[src/rtl/dbg_snapshot_streamer.sv]
// Freezes an N_CH x NB_CH snapshot bus and streams it out byte by byte over a
// valid/ready link, with an optional XOR checksum trailer byte.
module dbg_snapshot_streamer #(
  parameter int NB_CH     = 32,
  parameter int N_CH      = 16,
  parameter int CH_W      = (N_CH > 1) ? $clog2(N_CH) : 1,
  parameter int CHKSUM_EN = 1
) (
  input  logic                  i_clk,
  input  logic                  i_reset_n,
  input  logic [N_CH*NB_CH-1:0] i_data,
  input  logic                  i_start,
  input  logic                  i_mode,
  input  logic [CH_W-1:0]       i_ch_sel,
  input  logic                  i_msb_first,
  input  logic                  i_abort,
  input  logic                  i_tx_ready,
  output logic [7:0]            o_tx_data,
  output logic                  o_tx_valid,
  output logic                  o_busy,
  output logic                  o_done,
  output logic                  o_err
);

  localparam int BPC = NB_CH / 8;
  localparam int BW  = (BPC > 1) ? $clog2(BPC) : 1;
  localparam int IW  = $clog2(N_CH * NB_CH);

  typedef enum logic [1:0] {IDLE, SEND, CHK, DONE} state_e;

  state_e                state_q, state_d;
  logic [N_CH*NB_CH-1:0] shadow_q, shadow_d;
  logic [CH_W-1:0]       curCh_q, curCh_d;
  logic [CH_W-1:0]       lastCh_q, lastCh_d;
  logic [BW-1:0]         byteIdx_q, byteIdx_d;
  logic                  msbFirst_q, msbFirst_d;
  logic [7:0]            chkSum_q, chkSum_d;
  logic [7:0]            txData_q, txData_d;
  logic                  txValid_q, txValid_d;
  logic                  busy_q, busy_d;
  logic                  done_q, done_d;
  logic                  err_q, err_d;

  logic                  xfer;
  logic                  lastByte;
  logic [CH_W-1:0]       firstCh;
  logic [CH_W-1:0]       nextCh;
  logic [BW-1:0]         nextByte;

  // Byte b of channel ch, counted from the top when msb is set.
  function automatic logic [7:0] pickByte(input logic [N_CH*NB_CH-1:0] src,
                                          input logic [CH_W-1:0] ch,
                                          input logic [BW-1:0] b,
                                          input logic msb);
    int            pos;
    logic [IW-1:0] idx;
    pos = msb ? (BPC - 1 - int'(b)) : int'(b);
    idx = IW'(int'(ch) * NB_CH + pos * 8);
    return src[idx +: 8];
  endfunction

  always_ff @(posedge i_clk or negedge i_reset_n) begin
    if (!i_reset_n) begin
      state_q    <= IDLE;
      shadow_q   <= '0;
      curCh_q    <= '0;
      lastCh_q   <= '0;
      byteIdx_q  <= '0;
      msbFirst_q <= 1'b0;
      chkSum_q   <= '0;
      txData_q   <= '0;
      txValid_q  <= 1'b0;
      busy_q     <= 1'b0;
      done_q     <= 1'b0;
      err_q      <= 1'b0;
    end else begin
      state_q    <= state_d;
      shadow_q   <= shadow_d;
      curCh_q    <= curCh_d;
      lastCh_q   <= lastCh_d;
      byteIdx_q  <= byteIdx_d;
      msbFirst_q <= msbFirst_d;
      chkSum_q   <= chkSum_d;
      txData_q   <= txData_d;
      txValid_q  <= txValid_d;
      busy_q     <= busy_d;
      done_q     <= done_d;
      err_q      <= err_d;
    end
  end

  // The next byte is looked up one cycle ahead so every output stays registered.
  always_comb begin
    state_d    = state_q;
    shadow_d   = shadow_q;
    curCh_d    = curCh_q;
    lastCh_d   = lastCh_q;
    byteIdx_d  = byteIdx_q;
    msbFirst_d = msbFirst_q;
    chkSum_d   = chkSum_q;
    txData_d   = txData_q;
    txValid_d  = txValid_q;
    busy_d     = busy_q;
    done_d     = 1'b0;
    err_d      = 1'b0;

    xfer     = txValid_q & i_tx_ready;
    lastByte = (byteIdx_q == BW'(BPC - 1));
    firstCh  = i_mode ? i_ch_sel : '0;
    nextCh   = curCh_q + CH_W'(1);
    nextByte = byteIdx_q + BW'(1);

    unique case (state_q)
      IDLE: begin
        txValid_d = 1'b0;
        busy_d    = 1'b0;
        if (i_start) begin
          if (i_mode && (32'(i_ch_sel) >= N_CH)) begin
            err_d = 1'b1;
          end else begin
            shadow_d   = i_data;
            msbFirst_d = i_msb_first;
            curCh_d    = firstCh;
            lastCh_d   = i_mode ? i_ch_sel : CH_W'(N_CH - 1);
            byteIdx_d  = '0;
            chkSum_d   = '0;
            txData_d   = pickByte(i_data, firstCh, '0, i_msb_first);
            txValid_d  = 1'b1;
            busy_d     = 1'b1;
            state_d    = SEND;
          end
        end
      end
      SEND: begin
        if (i_abort) begin
          txValid_d = 1'b0;
          busy_d    = 1'b0;
          state_d   = IDLE;
        end else if (xfer) begin
          chkSum_d = chkSum_q ^ txData_q;
          if (!lastByte) begin
            byteIdx_d = nextByte;
            txData_d  = pickByte(shadow_q, curCh_q, nextByte, msbFirst_q);
          end else if (curCh_q != lastCh_q) begin
            curCh_d   = nextCh;
            byteIdx_d = '0;
            txData_d  = pickByte(shadow_q, nextCh, '0, msbFirst_q);
          end else if (CHKSUM_EN != 0) begin
            txData_d = chkSum_q ^ txData_q;
            state_d  = CHK;
          end else begin
            txValid_d = 1'b0;
            busy_d    = 1'b0;
            done_d    = 1'b1;
            state_d   = DONE;
          end
        end
      end
      CHK: begin
        if (i_abort) begin
          txValid_d = 1'b0;
          busy_d    = 1'b0;
          state_d   = IDLE;
        end else if (xfer) begin
          txValid_d = 1'b0;
          busy_d    = 1'b0;
          done_d    = 1'b1;
          state_d   = DONE;
        end
      end
      DONE: begin
        state_d = IDLE;
      end
      default: begin
        state_d = IDLE;
      end
    endcase
  end

  assign o_tx_data  = txData_q;
  assign o_tx_valid = txValid_q;
  assign o_busy     = busy_q;
  assign o_done     = done_q;
  assign o_err      = err_q;

endmodule
[config.mk]
export PLATFORM = sky130hd
export DESIGN_NAME = dbg_snapshot_streamer
export DESIGN_NICKNAME = d
export VERILOG_FILES = /design/src/rtl/dbg_snapshot_streamer.sv
export SDC_FILE = /design/constraint.sdc
export NUM_CORES = 1
export LEC_CHECK = 0
export CAP_MARGIN = 20
export CORE_MARGIN = 2
export CORE_UTILIZATION = 49
export CTS_CLUSTER_DIAMETER = 80
export CTS_CLUSTER_SIZE = 14
export DETAILED_ROUTE_END_ITERATION = 10
export PLACE_DENSITY_LB_ADDON = 0.3
export SKIP_CTS_REPAIR_TIMING = 1
export SLEW_MARGIN = 5
export SYNTH_ARGS = -nofsm -noshare
export SYNTH_HDL_FRONTEND = slang
export SYNTH_SLANG_ARGS = --single-unit
export TNS_END_PERCENT = 50
[constraint.sdc]
create_clock -name i_clk -period 2.75 [get_ports i_clk]
set_input_delay 0.4125 -clock i_clk [delete_from_list [all_inputs] [get_ports i_clk]]
set_output_delay 0.4125 -clock i_clk [all_outputs]
set_load 0.01 [all_outputs]
* After elaboration in Yosys (flattened, before gate mapping)
Index checks and enable logic that the tools add are counted.
Storage, ports and cells: flip-flop bits (word level) 543, input port bits 523, output and inout port bits 12, word-level logic and storage cells 89
Cells by class: add/subtract/negate cells 6, equality and inequality tests 16, shift-type cells 3, mux-type cells 43, bitwise operators 2, reduce and logical (&&, ||, !) cells 9
Operator list (count):
- indexed part select 512 x 10 -> 8 bit | 3
- 2-to-1 mux 8 bit | 8
- case mux 8 bit (2 select lines) | 2
- 2-to-1 mux 2 bit | 14
- 2-to-1 mux 4 bit | 7
- adder 9 x 5 -> 9 bit | 2
- != test 3 bit (second input constant) | 5
- != test 2 bit (second input constant) | 6
- AND reduction 5 bit | 2
- adder 9 bit | 1
- case mux 2 bit (4 select lines) | 1
- case mux 4 bit (2 select lines) | 1
- bitwise XOR 8 bit | 1
- 2-to-1 mux 1 bit | 7
- == test 2 bit (second input constant) | 3
- 2-to-1 mux 6 bit | 1
- AND reduction 6 bit | 1
- adder 4 x 1 -> 4 bit (second input constant) | 1
- != test 4 bit | 1
- case mux 2 bit (2 select lines) | 1
- AND reduction 4 bit | 1
- case mux 1 bit (3 select lines) | 1
- AND reduction 3 bit | 1
- nonzero test 3 bit | 1
- other kinds (7) | 7

* Logic depth before layout (Yosys ltp)
word-level depth 9, gate-level depth with buffers 13, depth with buffers taken out 9

* Least setup slack after synthesis
OpenSTA, ideal clock, no wires.
kind flip-flop to flip-flop, start register byteIdx_q[0], end register txData_q[7], in the netlist o_tx_data[7], setup time 133 ps, data arrival time 2723 ps, data required time 2617 ps, slack -106 ps, cell stages (with the launch flop) 10, buffers on the path 2, clock period less this slack 2856 ps, cell sequence dfrtp_1 ha_1 buf_2 xor2_1 buf_2 mux4_2 a2111oi_1 a211oi_1 a2111oi_1 a21oi_1
Between the ends: cells in the longest elaborated chain, start to end 9, elaborated cells between the ends (all ways) 10, classes of those cells add/sub (3); eq/ne (1); shift (1); mux (5)
RTL lines:
- from (decl) | RTL line 35 | logic [BW-1:0] byteIdx_q, byteIdx_d;
- from (signal assigned) | RTL line 81 | byteIdx_q <= byteIdx_d;
- adder 2 x 1 -> 2 bit | RTL line 111 | nextByte = byteIdx_q + BW'(1);
- subtractor 2 x 2 -> 3 bit | RTL line 57 | pos = msb ? (BPC - 1 - int'(b)) : int'(b);
- 2-to-1 mux 6 bit | RTL line 57
- adder 9 bit | RTL line 58 | idx = IW'(int'(ch) * NB_CH + pos * 8);
- indexed part select 512 x 10 -> 8 bit | RTL line 59 | return src[idx +: 8];
- 2-to-1 mux 8 bit * | RTL line 141 | if (!lastByte) begin
- 2-to-1 mux 8 bit * | RTL line 139 | end else if (xfer) begin
- 2-to-1 mux 8 bit * | RTL line 135 | if (i_abort) begin
- case mux 8 bit (2 select lines) * | RTL line 113 | unique case (state_q)
- to (signal assigned) | RTL line 84 | txData_q <= txData_d;
- to (decl) | RTL line 38 | logic [7:0] txData_q, txData_d;
Mark *: on every way between the ends. The rest lies on a longest branch, timed or not. The select of a mux whose other input is x is not followed. A chain may end at the register's enable or synchronous reset.

* Worst setup path in the final report
start register byteIdx_q[0], end register txData_q[1], in the netlist o_tx_data[1]
The elaborated chain is that of the path after synthesis.

==> flow_summary.yaml <==
synthesis:
  synth.avg_cell_area_um2: 8.75
  synth_area_leaders: "dfrtp_1, nand2_1, mux4_2, mux2i_1, mux2_2"
  synth-seq-area-share: 0.446
  syn-num-nets: 4012
  yosys_warnings: 0
  synth_top_area_share: 0.446
  async_flop_share: 1.00
  syn_area_um2: 30500
  postSynthCellCount: 3483
  synth_ff_type: "dfrtp_1"
  synth_edf_count: 0
  ys_types: 67
  ys_ff_latch: 543
  synth_top_area_cell: "dfrtp_1"
final_layout:
  seq_area_um2: 13600
  fin_nets: 4610
  fin_area_um2: 40500
  fillers: 5100
  final_cell_mix: "nand2_1, dfrtp_1, clkdlybuf4s50_1, buf_4, mux4_2"
  layout-drive-gt1-share: 0.152
  final_common_cell: "nand2_1"
  multiInputGateArea_um2: 16200
  syn_to_final_growth_pct: 32.8
setup_path:
  critPathArrivalTime_ns: 3.39
  crit_chain: "ha_4, xor2_4, buf_12, buf_4, buf_8, mux4_2, a211o_1, a31oi_2, a21oi_2, o32a_1"
  r2r-start: "byteIdx_q[0]"
  worst-path-stages: 10
  cp.required_ns: 3.24
  path_buf_inv: 3
  slowest_stage: "dfrtp_4"
  crit_type: "reg -> reg"
  r2r_cells: 10
  cp_max_fo: 5
  start_kind: "flop"
  startpoint: "byteIdx_q[0]"
  max_stage_delay_ns: 0.54
  cp_top_family: "compound AO/OA/AOI/OAI gates"
  cp-end-kind: "flop"
detailed_routing:
  wl_per_cell_um: 26.8
  drtIter0Drc: 4224
  drt_pass1_iterations: 6
  ant_nets: 0
  num_vias: 30200
  vias_per_cell: 6.12
  drc: 0
  drt_wl_total_um: 132000
pwr:
  p_int_mw: 28.6
  total_power_mw: 51.6
  seq_power_share: 0.314
  p_leak_nw: 18.9
  p_clk_frac: 0.123
  switching_share: 0.446
  power_switching_mw: 23.0
  ir_worst_vdd_mv: 0.689
  p_per_area_nw_per_um2: 1270
  combinationalPowerShare: 0.562
clock_network:
  clockBufferDepth: 3
  cts_sinks: 543
  insertion_delay_ns: 0.63
  cts.clk_slew.worst_paths_ns: 0.07
  htree_levels: 2
  cts_tree: "done"
  cts_root_buffer: "clkbuf_16"
  cts-buffers-inserted: 47
grt:
  grt_usage: 0.407
  grt-busiest-layer: "met2"
  use_met1: 0.558
  met3_usage: 0.104
  grt_antenna_before_repair: 7
  grt_pass1_vias: 28900
  grtUsageMet2: 0.594
  grt_pass1_wl_um: 190000
  grt_max_degree: 148
  gr-total-overflow: 0
die:
  initial_core_util: 0.495
  rows: 91
  die_width_um: 253
  io_pins: 535
  core_um2: 61600
  die_h_um: 253
  dieArea_um2: 64200
sta:
  skew_ns: 0.0313
  slew_headroom: 0.506
  rsz0062_at_grt: "yes"
  hold_viol_final: 0
  setup_viol_count_final: 8
  maxSlewViolCount: 0
  period_share: 1.06
  worst_slack_ns: -0.151
  tightest_slew_ns: 0.720
  finalCriticalPeriod_ns: 2.90
  final.hold.worst_slack_ns: 0.155
  fmax_mhz: 345
placed_design:
  placed_area_um2: 38400
  pre_cts_slack_ns: -0.492
  gp_congestion: 1.06
  port_buffers: 533
  dp.final_hpwl_um: 102000
status:
  status: "finished, violations left"
  violations: "setup timing"
min_path:
  hold_path.class: "in -> reg"
  whs_path_depth: 3
  holdCritStartpoint: "i_ch_sel[0]"
run:
  maxCapViolCount: 0
[stage by stage]
stage               instances  TNS (ns)  utilization
finish                   4931    -0.811        0.657
floorplan                3483         0            -
detailed placement       4842     -2.70        0.623
CTS                      4902     -2.67        0.644
global route             4929     -1.23        0.657
global placement         4842     -2.65        0.623
[path summary, 6_finish.rpt]
check / endpoint / slack (ns)
min in group asynchronous: shadow_q[467] / 0.37
max in group asynchronous: shadow_q[166] / 1.49
hold reg to reg: shadow_q[80] / 0.48
hold / removal: lastCh_q[0] / 0.15
setup / recovery: o_tx_data[1] / -0.15
setup reg to reg: o_tx_data[1] / -0.15
[power groups by stage]
stage | logic (mW) | clock network (mW) | registers [mW]
after detailed placement | 26.2 | 0 | 15.9
after global routing | 30.9 | 6.68 | 16.3
after floorplan | 16.7 | 0 | 13.8
after CTS | 26.4 | 6.39 | 15.9
after global placement | 25.8 | 0 | 15.9
final | 29.0 | 6.37 | 16.2
[layer usage]
metal | up-vias | part of all wire
met2 | 2119 | 0.43
met1 | 14600 | 0.38
met3 | 425 | 0.13
li1 | 13000 | -
met4 | 6 | 0.064
met5 | - | 0.00025
[state kept, by name, summed over array words and instances (netlist names)]
signal / count
shadow_q: 512
chkSum_q: 8
o_tx_data: 8
curCh_q: 4
lastCh_q: 4
byteIdx_q: 2
state_q: 2
msbFirst_q: 1
o_busy: 1
o_done: 1
[cell usage after synthesis (7+ instances only)]
cell type	number
nand2b_1	8
a22o_1	17
a31oi_1	17
xnor2_1	8
clkbuf_1	188
mux2i_1	128
buf_1	27
a211o_1	7
a2111oi_0	17
and2_1	7
mux2_2	63
nand3_1	45
nand2_1	1694
buf_2	34
a221o_1	8
o2111ai_1	7
a221oi_1	13
a211oi_1	7
dfrtp_1	543
a22oi_1	33
a21oi_1	97
o22a_1	16
or3_1	9
nor2_1	40
o22ai_1	69
mux4_2	145
buf_4	10
inv_1	19
o21ai_0	70
nor3_1	12
o221ai_1	35
[cell type report]
| type | count | area share |
|---|---|---|
| inverters | 20 | 0.00185 |
| repair buffers | 811 | 0.204 |
| multi-input cells | 2658 | 0.400 |
| diodes | 2 | 0.000124 |
| flip-flops and latches | 543 | 0.336 |
| clock buffers | 51 | 0.0299 |
| well taps | 837 | 0.0259 |
| clock inverters | 9 | 0.00260 |
[tightest hold or removal path: stages]
cell and delay [ns]:
buf_4 0.17, inv_1 0.06, a31oi_1 0.07
[kinds of logic (layout without fill, tap and decap cells)]
kind of cell | Yosys count | in the layout | synth area share
fa+ha+maj | 6 | 6 | 0.00246
flops | 543 | 543 | 0.446
buf+inv | 282 | 891 | 0.0381
simple gates | 1848 | 1848 | 0.236
compound gates | 451 | 451 | 0.100
other cells | 1 | 3 | 0.000123
mux | 337 | 337 | 0.173
xor+xnor | 15 | 15 | 0.00456
(Power assumes the default switching activity.)
